File: config.mk
export PLATFORM = sky130hd
export DESIGN_NAME = div_clk_monitor
export DESIGN_NICKNAME = d
export VERILOG_FILES = /design/src/rtl/div_mon_pkg.sv /design/src/rtl/sync_edge_detect.sv /design/src/rtl/div_clk_monitor.sv
export SDC_FILE = /design/constraint.sdc
export NUM_CORES = 1
export LEC_CHECK = 0
export CORE_UTILIZATION = 54
export CTS_CLUSTER_DIAMETER = 120
export DETAILED_ROUTE_END_ITERATION = 6
export PLACE_DENSITY = 0.78
export SYNTH_ARGS = -nofsm -noshare
export SYNTH_HDL_FRONTEND = slang
export SYNTH_SLANG_ARGS = --single-unit
File: constraint.sdc
create_clock -name clk -period 2.4 [get_ports clk]
set_clock_uncertainty 0.2 [all_clocks]
set_input_delay 0.48 -clock clk [delete_from_list [all_inputs] [get_ports clk]]
set_output_delay 0.48 -clock clk [all_outputs]
set_load 0.01 [all_outputs]
File: src/rtl/div_mon_pkg.sv
// Shared types and helpers for the divided-clock monitor.
//   state_t   : monitor state (waiting for first rise / measuring a period)
//   high_min  : shortest acceptable high time for a given division ratio
//   high_max  : longest acceptable high time for a given division ratio
//   cnt_max   : all-ones value of a counter of the given width (timeout point)
package div_mon_pkg;

    typedef enum logic {
        WAIT_RISE = 1'b0,
        MEASURE   = 1'b1
    } state_t;

    function automatic int high_min(input int div);
        return div / 2;
    endfunction

    function automatic int high_max(input int div);
        return (div + 1) / 2;
    endfunction

    function automatic int cnt_max(input int width);
        return (1 << width) - 1;
    endfunction

endpackage

File: src/rtl/sync_edge_detect.sv
// Synchronises a single-bit input into the clk domain and flags its edges.
//   clk  : sampling clock, rising edge
//   rst  : asynchronous active-low reset
//   d    : input to watch (may be asynchronous to clk)
//   rise : one-cycle pulse, synchronised d went 0 -> 1
//   fall : one-cycle pulse, synchronised d went 1 -> 0
// Edge latency from a d transition to rise/fall is SYNC_STAGES+1 clk cycles.
// SYNC_STAGES=0 is only safe when d is itself generated from clk.
module sync_edge_detect #(
    parameter int SYNC_STAGES = 2
) (
    input  logic clk,
    input  logic rst,
    input  logic d,
    output logic rise,
    output logic fall
);

    logic s;
    logic s_d;

    generate
        if (SYNC_STAGES == 0) begin : g_no_sync
            assign s = d;
        end else begin : g_sync
            logic [SYNC_STAGES-1:0] sync_q;

            always_ff @(posedge clk or negedge rst) begin
                if (!rst) begin
                    sync_q <= '0;
                end else begin
                    sync_q[0] <= d;
                    for (int i = 1; i < SYNC_STAGES; i++) begin
                        sync_q[i] <= sync_q[i-1];
                    end
                end
            end

            assign s = sync_q[SYNC_STAGES-1];
        end
    endgenerate

    always_ff @(posedge clk or negedge rst) begin
        if (!rst) begin
            s_d <= 1'b0;
        end else begin
            s_d <= s;
        end
    end

    assign rise = s & ~s_d;
    assign fall = ~s & s_d;

endmodule

File: src/rtl/div_clk_monitor.sv
// Receive-side checker for a divided clock: measures period and high time of
// div_clk in clk cycles, reports lock to EXPECTED_DIV and flags bad periods
// and a stuck (edge-less) div_clk.
//   clk        : source clock, all logic on rising edge
//   rst        : asynchronous active-low reset
//   en         : monitor enable; low abandons the current measurement
//   div_clk    : divided clock under test
//   period_o   : last measured period in clk cycles
//   high_o     : last measured high time in clk cycles
//   meas_valid : one-cycle pulse when period_o/high_o update
//   locked     : LOCK_COUNT consecutive good periods seen
//   mismatch   : one-cycle pulse (with meas_valid) on a bad period
//   stuck      : no rising edge within 2^CNT_W-1 cycles; cleared by next rise
module div_clk_monitor
    import div_mon_pkg::*;
#(
    parameter int CNT_W        = 8,
    parameter int EXPECTED_DIV = 9,
    parameter int LOCK_COUNT   = 4,
    parameter int SYNC_STAGES  = 2,
    parameter int CHECK_DUTY   = 0
) (
    input  logic             clk,
    input  logic             rst,
    input  logic             en,
    input  logic             div_clk,
    output logic [CNT_W-1:0] period_o,
    output logic [CNT_W-1:0] high_o,
    output logic             meas_valid,
    output logic             locked,
    output logic             mismatch,
    output logic             stuck
);

    localparam int MC_W = $clog2(LOCK_COUNT + 1);

    localparam logic [CNT_W-1:0] CNT_TOP  = CNT_W'(cnt_max(CNT_W));
    localparam logic [CNT_W-1:0] EXP_PER  = CNT_W'(EXPECTED_DIV);
    localparam logic [CNT_W-1:0] HIGH_MIN = CNT_W'(high_min(EXPECTED_DIV));
    localparam logic [CNT_W-1:0] HIGH_MAX = CNT_W'(high_max(EXPECTED_DIV));
    localparam logic [MC_W-1:0]  LOCK_TGT = MC_W'(LOCK_COUNT);

    logic rise;
    logic fall;

    sync_edge_detect #(
        .SYNC_STAGES(SYNC_STAGES)
    ) u_edge (
        .clk (clk),
        .rst (rst),
        .d   (div_clk),
        .rise(rise),
        .fall(fall)
    );

    state_t           state;
    logic [CNT_W-1:0] cnt;
    logic [CNT_W-1:0] hi_cap;
    logic             fall_seen;
    logic [MC_W-1:0]  match_cnt;

    logic             duty_ok;
    logic             good_period;
    logic [MC_W-1:0]  match_inc;

    // NOTE: every signal assigned in always_comb gets a value on every path
    // (defaults first) so no latch is inferred.
    always_comb begin
        duty_ok     = (hi_cap >= HIGH_MIN) && (hi_cap <= HIGH_MAX);
        good_period = (cnt == EXP_PER) && fall_seen &&
                      ((CHECK_DUTY == 0) || duty_ok);
        // Saturate so a long run of good periods keeps locked asserted.
        match_inc   = (match_cnt == LOCK_TGT) ? match_cnt : match_cnt + 1'b1;
    end

    // NOTE: sequential state uses non-blocking assignments so every flop
    // samples pre-edge values regardless of statement order.
    always_ff @(posedge clk or negedge rst) begin
        if (!rst) begin
            state      <= WAIT_RISE;
            cnt        <= '0;
            hi_cap     <= '0;
            fall_seen  <= 1'b0;
            match_cnt  <= '0;
            period_o   <= '0;
            high_o     <= '0;
            meas_valid <= 1'b0;
            locked     <= 1'b0;
            mismatch   <= 1'b0;
            stuck      <= 1'b0;
        end else begin
            meas_valid <= 1'b0;
            mismatch   <= 1'b0;

            if (!en) begin
                // Abandon any partial period; results and stuck are kept.
                state     <= WAIT_RISE;
                cnt       <= '0;
                fall_seen <= 1'b0;
                match_cnt <= '0;
                locked    <= 1'b0;
            end else begin
                case (state)
                    WAIT_RISE: begin
                        // The partial period before this rise is discarded.
                        cnt <= '0;
                        if (rise) begin
                            cnt       <= CNT_W'(1);
                            fall_seen <= 1'b0;
                            stuck     <= 1'b0;
                            state     <= MEASURE;
                        end
                    end

                    MEASURE: begin
                        // A rise takes priority over a coincident timeout.
                        if (rise) begin
                            period_o   <= cnt;
                            high_o     <= hi_cap;
                            meas_valid <= 1'b1;
                            cnt        <= CNT_W'(1);
                            fall_seen  <= 1'b0;
                            stuck      <= 1'b0;
                            if (good_period) begin
                                match_cnt <= match_inc;
                                if (match_inc == LOCK_TGT) begin
                                    locked <= 1'b1;
                                end
                            end else begin
                                match_cnt <= '0;
                                locked    <= 1'b0;
                                mismatch  <= 1'b1;
                            end
                        end else if (cnt == CNT_TOP) begin
                            stuck     <= 1'b1;
                            locked    <= 1'b0;
                            match_cnt <= '0;
                            cnt       <= '0;
                            state     <= WAIT_RISE;
                        end else begin
                            cnt <= cnt + 1'b1;
                            if (fall) begin
                                // cnt here equals the number of high cycles.
                                hi_cap    <= cnt;
                                fall_seen <= 1'b1;
                            end
                        end
                    end

                    default: state <= WAIT_RISE;
                endcase
            end
        end
    end

endmodule

Word level (Yosys, flattened, before mapping)
Cells that the tools add are included.
Widths: inputs -> output; s select.
Operators by class
  multiplexer cells: 37
  add/subtract/negate cells: 2
  bitwise gates (word level): 7
  reduce and logical (&&, ||, !) cells: 7
  equality and inequality tests: 12
Operators by type and width (count)
  $mux 1: 24
  $mux 8: 3
  $mux 3: 6
  $pmux 8 s2: 1
  $reduce_and 3->1: 4
  $add 8x1->8 const B: 1
  $eq 8x4->1 const B: 1
  $eq 8x8->1 const B: 1
  $ne 4x4->1 const B: 2
  $eq 3x3->1 const B: 2
  $pmux 1 s2: 3
  $not 1->1: 5
  $reduce_and 5->1: 1
  $ne 4x3->1 const B: 1
  $add 3x1->3 const B: 1
  $ne 3x1->1 const B: 1
  $ne 3x2->1 const B: 1
  $ne 3x3->1 const B: 1
  $and 1x1->1: 2
  $ne 2x1->1 const B: 1
  $ne 2x2->1 const B: 1
  $reduce_and 2->1: 1
  $logic_and 1x1->1: 1
Storage, ports and cells
  input port bits: 4
  logic and storage cells: 78
  register bits after elaboration: 44
  output and inout port bits: 20

Logic depth before layout (Yosys ltp)
Gate-level depths: netlist of run 1.
  depth after elaboration: 8
  gate-level depth with buffers: 6

Modules after synthesis
Synthesis of run 1 repeated with hierarchy kept, for this count alone.
Second synthesis, totals
  cells, all modules: 147
  area, all modules: 1861.8 µm²
By module, submodules not included
  div_clk_monitor: instances 1, area an instance 1771.7 µm², cells each 142
  sync_edge_detect: instances 1, area an instance 90.1 µm², cells each 5

Worst setup path after synthesis of run 1
No wires, ideal clock.
  kind: flip-flop to flip-flop
  start point: register cnt[0]
  end point: register hi_cap[0]
  clock period less this slack: 2.138 ns
  arrival time: 1.812 ns
  path buffers: 1
  data required time: 2.075 ns
  cell stages (with the launch flop): 7
  slack: 0.262 ns
  setup time: 0.125 ns
  cells stage by stage: dfrtp_1 -> ha_1 -> nand4_2 -> nor2_2 -> or4b_4 -> buf_6 -> mux2_4
On the way
  longest elaborated chain between the ends: 3
RTL lines
  start, declared: line div_clk_monitor.sv:57  | logic [CNT_W-1:0] cnt;
  start signal, assigned: line div_clk_monitor.sv:141  | cnt <= cnt + 1'b1;
  $eq 8x8->1: line div_clk_monitor.sv:134  | end else if (cnt == CNT_TOP) begin
  $not 1->1 (no source line)
  $reduce_and 5->1 (no source line)
  end signal, assigned: line div_clk_monitor.sv:144  | hi_cap <= cnt;
  end, declared: line div_clk_monitor.sv:58  | logic [CNT_W-1:0] hi_cap;
Parallel ways exist; a longest one is shown, timed or not.
A chain may end at the register's enable or synchronous reset.

Final worst setup path of run 1
  start point: register cnt[1]
  end point: register hi_cap[5]
On the way
  longest elaborated chain between the ends: 3
RTL lines (line)
  $eq 8x8->1: div_clk_monitor.sv:134
  $not 1->1 (no source line)
  $reduce_and 5->1 (no source line)
Every way passes these cells.

==> impl_metrics.tcl, run 1 <==
set metrics [dict create \
    core_area_um2 3340 \
    wl_per_cell_um 13.8 \
    setup_violations 0 \
    num_vias 1189 \
    instances_no_fill 220 \
    hp-class "flop to flop" \
    tns_ns 0 \
    ys_seq_area_share_pct 58.7 \
    final_common_cell "dfrtp_1" \
    synthTopCellsByArea "dfrtp_1 59%, mux2_2 9.0%, mux2_4 6.4%, ha_1 2.7%, nand3_1 1.9%" \
    cp_slowest_stage_delay_ns 0.64 \
    p_leak_nw 1.08 \
    synth_edf_count 0 \
    ys.warnings.count 0 \
    clk_pin_slew_ns 0.11 \
    tightest_slew_ns 0.442 \
    initial_core_util_pct 56.2 \
    required_ns 2.43 \
    gp_congestion 0.882 \
    worstPathArrival_ns 2.25 \
    drv_slew 0 \
    cts_resized 0 \
    critPathBufInv 0 \
    postSynthAreaPerCell_um2 12.9 \
    first_pass_iters 4 \
    relSlewSlack_pct 70.1 \
    globalRoute.totalOverflow 0 \
    drive_gt1_share_pct 21.8 \
    antenna_found_initial 0 \
    ys.flop_type "dfrtp_1" \
    drtIter0Drc 24 \
    die-area_um2 3720 \
    cp-end-kind "flop" \
    drc 0 \
    placed_area_um2 2180 \
    cts.sinks 44 \
    maxCapViolCount 0 \
    ant_nets 0 \
    async_flop_share_pct 100 \
    final_cell_mix "44 x dfrtp_1, 22 x clkdlybuf4s50_1, 15 x mux2_2" \
    synth_seq_cells 44 \
    hold_buffers 1 \
    ir_worst_vdd_mv 0.416 \
    synth_fp_nets 153 \
    grt_pass1_vias 1113 \
    place_inst 213 \
    grt_pass1_wl_mm 5.09 \
    nFillCells 273 \
    status "finished, final reports clean" \
    fin_nets 183 \
    crit_family "simple AND/OR/NAND/NOR gates" \
    clk-insertion-delay-late_ns 0.35 \
    antennaDiodeCount 0 \
    postCtsSetupBuffers 0 \
    path_max_fanout 9 \
    cts_max_level 2 \
    final_core_util_pct 67.6 \
    port_buffers 23 \
    numCtsBuffers 5 \
    dp_hpwl_mm 2.13 \
    via_per_inst 5.40 \
    track_usage_pct 19.3 \
    yosysTopAreaCell "dfrtp_1" \
    syn_inst 145 \
    fin_crit_sh_pct 92.6 \
    synth_cell_types 36 \
    die_w_um 61.0 \
    post_synth_instance_area_um2 1880 \
    start_kind "flop" \
    die_y_um 61.0 \
    io-pin-count 24 \
    netlist.area_leader.share_pct 58.7 \
    cts_buffer_depth 2 \
    path_cells "ha_1, nand4_2, nor2_2, or4b_4, mux2_4" \
    crit_type "flop to flop" \
    cts_tree "built" \
    fmax_mhz 450 \
    core.rowCount 21 \
    area_delta_synth_final_pct 20.1 \
    totalWireLength_mm 3.04 \
    grt_max_degree 45 \
    finalHoldViolations 0 \
    power.density_nw_per_um2 557 \
    final_area_um2 2250 \
    rsz0062_at_grt "no" \
    cp_slowest_cell "or4b_4" \
    min_period_ns 2.22 \
    cts_root_buffer "clkbuf_4" \
]
[through the flow]
step | total power [mW] | worst slack (ns) | hold WS, ns
2_1_floorplan | 0.809 | 0.262 | -0.0156
3_3_place_gp | 0.852 | 0.138 | 0.137
3_5_place_dp | 0.854 | 0.104 | 0.140
4_1_cts | 1.28 | 0.175 | 0.169
5_1_grt | 1.31 | 0.114 | 0.170
6_report | 1.26 | 0.177 | 0.164
[layer usage]
layer / GRT usage (%) / share of wire, % / vias up
met5: 0 / 0 / -
met3: 6.18 / 3.7 / 5
met4: 7.14 / 1.5 / 0
li1: - / - / 567
met2: 29.5 / 47 / 25
met1: 26.0 / 48 / 592
[final timing paths]
| path | end | startpoint | slack (ns) | depth (start not counted) |
|---|---|---|---|---|
| setup / recovery | hi_cap[5] | cnt[1] | 0.18 | 5 |
| hold / removal | u_edge.g_sync.sync_q[1] | u_edge.g_sync.sync_q[0] | 0.16 | 0 |
| setup reg to reg | hi_cap[5] | cnt[1] | 0.18 | 5 |
| hold reg to reg | u_edge.g_sync.sync_q[1] | u_edge.g_sync.sync_q[0] | 0.16 | 0 |
| max in group asynchronous | fall_seen | rst | 1.36 | 3 |
| min in group asynchronous | period_o[4] | rst | 0.42 | 3 |
[final cells by class]
cell class,count,area (µm²),share of cell area (%)
Sequential cell,44,1100,48.8
Timing Repair Buffer,29,285,12.7
Clock buffer,5,37.5,1.66
Tap cell,46,57.6,2.55
Inverter,7,26.3,1.17
Clock inverter,1,30.0,1.33
Multi-Input combinational cell,88,717,31.8
[cell usage after synthesis (2+ instances only)]
| cell | number |
|---|---|
| a211oi_1 | 2 |
| a21oi_1 | 6 |
| and2_1 | 2 |
| buf_2 | 2 |
| clkbuf_1 | 3 |
| dfrtp_1 | 44 |
| ha_1 | 4 |
| inv_1 | 7 |
| mux2_2 | 15 |
| mux2_4 | 8 |
| nand2_1 | 6 |
| nand2b_1 | 2 |
| nand3_1 | 7 |
| nand4_1 | 2 |
| nor2_1 | 6 |
| nor3_1 | 4 |
| o21ai_0 | 3 |
| xnor2_1 | 3 |
| xor2_1 | 2 |
[sequential cells by signal, summed over array words and instances (netlist names), 2 cells and up]
name	count
match_cnt	3
hi_cap	8
u_edge.g_sync.sync_q	2
period_o	8
high_o	8
cnt	8
[power by group]
group,total [mW],switching (mW),internal (mW)
clock,0.416,0.207,0.209
sequential,0.764,0.00918,0.755
combinational,0.0754,0.0378,0.0376
[kinds of logic (layout without fill, tap and decap cells)]
family | count (synthesis) | in the layout | share of synthesized area (%)
adder cells (fa/ha/maj) | 4 | 4 | 2.67
flip-flops | 44 | 44 | 58.7
buffers and inverters | 13 | 42 | 3.13
AND/OR/NAND/NOR | 38 | 38 | 11.7
multiplexers | 23 | 23 | 15.4
AO/OA/AOI/OAI | 18 | 18 | 6.13
XOR/XNOR | 5 | 5 | 2.33
Power figures use the tool's default switching activity.
==> run 2: changes to the inputs <==
--- a/config.mk
+++ b/config.mk
@@ -5,10 +5,11 @@
 export SDC_FILE = /design/constraint.sdc
 export NUM_CORES = 1
 export LEC_CHECK = 0
+export ABC_CLOCK_PERIOD_IN_PS = 2400
 export CORE_UTILIZATION = 54
 export CTS_CLUSTER_DIAMETER = 120
 export DETAILED_ROUTE_END_ITERATION = 6
-export PLACE_DENSITY = 0.78
+export PLACE_DENSITY_LB_ADDON = 0.15
 export SYNTH_ARGS = -nofsm -noshare
 export SYNTH_HDL_FRONTEND = slang
 export SYNTH_SLANG_ARGS = --single-unit
==> run 2 against run 1 <==
Global-route usage is 0.96 points higher. Cell area is 0.61% lower. Die area stayed put. Worst hold slack better by 0.0084 ns. Sequential share of layout area is 0.30 points higher. Combinational power is 0.8% lower. Register-to-register slack better by 0.07 ns. Largest power group unchanged. Via count is 1.8% lower. Fmax is 3.0% higher. Non-clock buffer count is 1 higher. Wire length is 4.7% higher.
==> impl_metrics.tcl, run 2 (same netlist as run 1, synthesis figures left out) <==
set metrics [dict create \
    nFillCells 267 \
    finalHoldViolations 0 \
    num_vias 1168 \
    die-area_um2 3720 \
    cts_max_level 2 \
    crit_path_end "hi_cap[6]" \
    hp-class "flop to flop" \
    clk_pin_slew_ns 0.12 \
    p_int_uw 900 \
    drc 0 \
    power.density_nw_per_um2 520 \
    drive_gt1_share_pct 22.2 \
    io-pin-count 24 \
    setup_violations 0 \
    fin_crit_sh_pct 89.9 \
    rsz0062_at_grt "no" \
    track_usage_pct 20.3 \
    cp_slowest_cell "or4b_4" \
    pwr-share-seq_pct 65.7 \
    swShare_pct 22.7 \
    startpoint "cnt[0]" \
    cts_buffer_depth 2 \
    die_w_um 61.0 \
    final_common_cell "dfrtp_1" \
    cp-end-kind "flop" \
    path_cells "ha_1, nand4_2, nor2_2, or4b_4, mux2_4" \
    required_ns 2.44 \
    via_per_inst 5.26 \
    relSlewSlack_pct 64.6 \
    core.rowCount 21 \
    maxCapViolCount 0 \
    ant_nets 0 \
    dp_hpwl_mm 2.30 \
    worstPathArrival_ns 2.20 \
    power_switching_uw 265 \
    start_kind "flop" \
    ir_worst_vdd_mv 0.277 \
    r2r_end "hi_cap[6]" \
    grt_pass1_vias 1110 \
    p_leak_nw 1.08 \
    core_area_um2 3340 \
    status "finished, final reports clean" \
    postCtsSetupBuffers 0 \
    place_inst 214 \
    first_pass_iters 4 \
    area_delta_synth_final_pct 19.4 \
    cts.sinks 44 \
    grt_max_degree 45 \
    antenna_found_initial 0 \
    pwr-share-comb_pct 6.4 \
    port_buffers 23 \
    instances_no_fill 222 \
    fmax_mhz 464 \
    globalRoute.totalOverflow 0 \
    fin_nets 184 \
    min_period_ns 2.16 \
    totalWireLength_mm 3.18 \
    drtIter0Drc 46 \
    drv_slew 0 \
    grt_pass1_wl_mm 5.23 \
    antennaDiodeCount 0 \
    tightest_slew_ns 0.531 \
    cp_slowest_stage_delay_ns 0.63 \
    cts_root_buffer "clkbuf_4" \
    pwr-share-clk_pct 27.9 \
    gp_congestion 0.799 \
    cts_tree "built" \
    ff2ff_path_depth 5 \
    path_max_fanout 9 \
    wl_per_cell_um 14.3 \
    worst-r2r-setup-slack_ns 0.24 \
    critPathBufInv 0 \
    tns_ns 0 \
    die_y_um 61.0 \
    clk-insertion-delay-late_ns 0.35 \
    final_cell_mix "44 x dfrtp_1, 22 x clkdlybuf4s50_1, 15 x mux2_2" \
    numCtsBuffers 5 \
    timing.rr.start "cnt[0]" \
    initial_core_util_pct 56.2 \
    crit_family "simple AND/OR/NAND/NOR gates" \
    crit_type "flop to flop" \
    worst-path-stages 5 \
]
[run 2: timing repair]
item                                    in CTS  in global routing
hold endpoints to repair                    18                  0
hold buffers                                 1                  0
resized for setup                            0                  0
endpoints found under the setup margin       0                  0
[run 2: worst min path at each step]
stage                       startpoint                       to  slack [ns]  cells past startpoint
2_1_floorplan                      rst                   cnt[0]       -0.02                      0
3_3_place_gp   u_edge.g_sync.sync_q[0]  u_edge.g_sync.sync_q[1]        0.13                      0
3_5_place_dp   u_edge.g_sync.sync_q[0]  u_edge.g_sync.sync_q[1]        0.14                      0
4_1_cts        u_edge.g_sync.sync_q[0]  u_edge.g_sync.sync_q[1]        0.17                      0
5_1_grt        u_edge.g_sync.sync_q[0]  u_edge.g_sync.sync_q[1]        0.18                      0
6_report       u_edge.g_sync.sync_q[0]  u_edge.g_sync.sync_q[1]        0.17                      0
[run 2: power groups by stage]
stage	clock network (mW)	registers [mW]	logic [mW]
floorplan	0	0.781	0.0282
global placement	0	0.778	0.0729
detailed placement	0	0.779	0.0747
CTS	0.335	0.765	0.0761
global route	0.373	0.767	0.0838
finish	0.325	0.765	0.0748
[run 2: per-layer routing]
metal  share of wire [%]  vias to the layer above  global-route usage (%)  wire length (µm)
met4                 1.3                        0                    6.82                42
met5                   0                        -                       0                 0
li1                    -                      568                       -                 -
met2                  48                       23                    31.6              1510
met1                  48                      570                    26.6              1520
met3                 3.3                        7                    7.04               104
[run 2: per-stage QoR]
step	utilization [%]	hold slack (ns)	power, mW	area [µm²]	setup slack, ns
CTS	67.2	0.170	1.18	2240	0.237
detailed placement	65.5	0.142	0.854	2180	0.127
global route	67.2	0.179	1.22	2240	0.147
global placement	65.5	0.134	0.851	2180	0.145
finish	67.2	0.172	1.16	2240	0.243
floorplan	-	-0.0156	0.809	1880	0.262
[run 2: area by class of cell]
class	count	area, µm²	share of cell area [%]
timing repair buffer	30	293	13.1
inverter	7	26.3	1.17
multi-input combinational	88	717	32.0
tap	46	57.6	2.57
sequential	44	1100	49.1
clock buffer	6	41.3	1.84
clock inverter	1	5.00	0.223
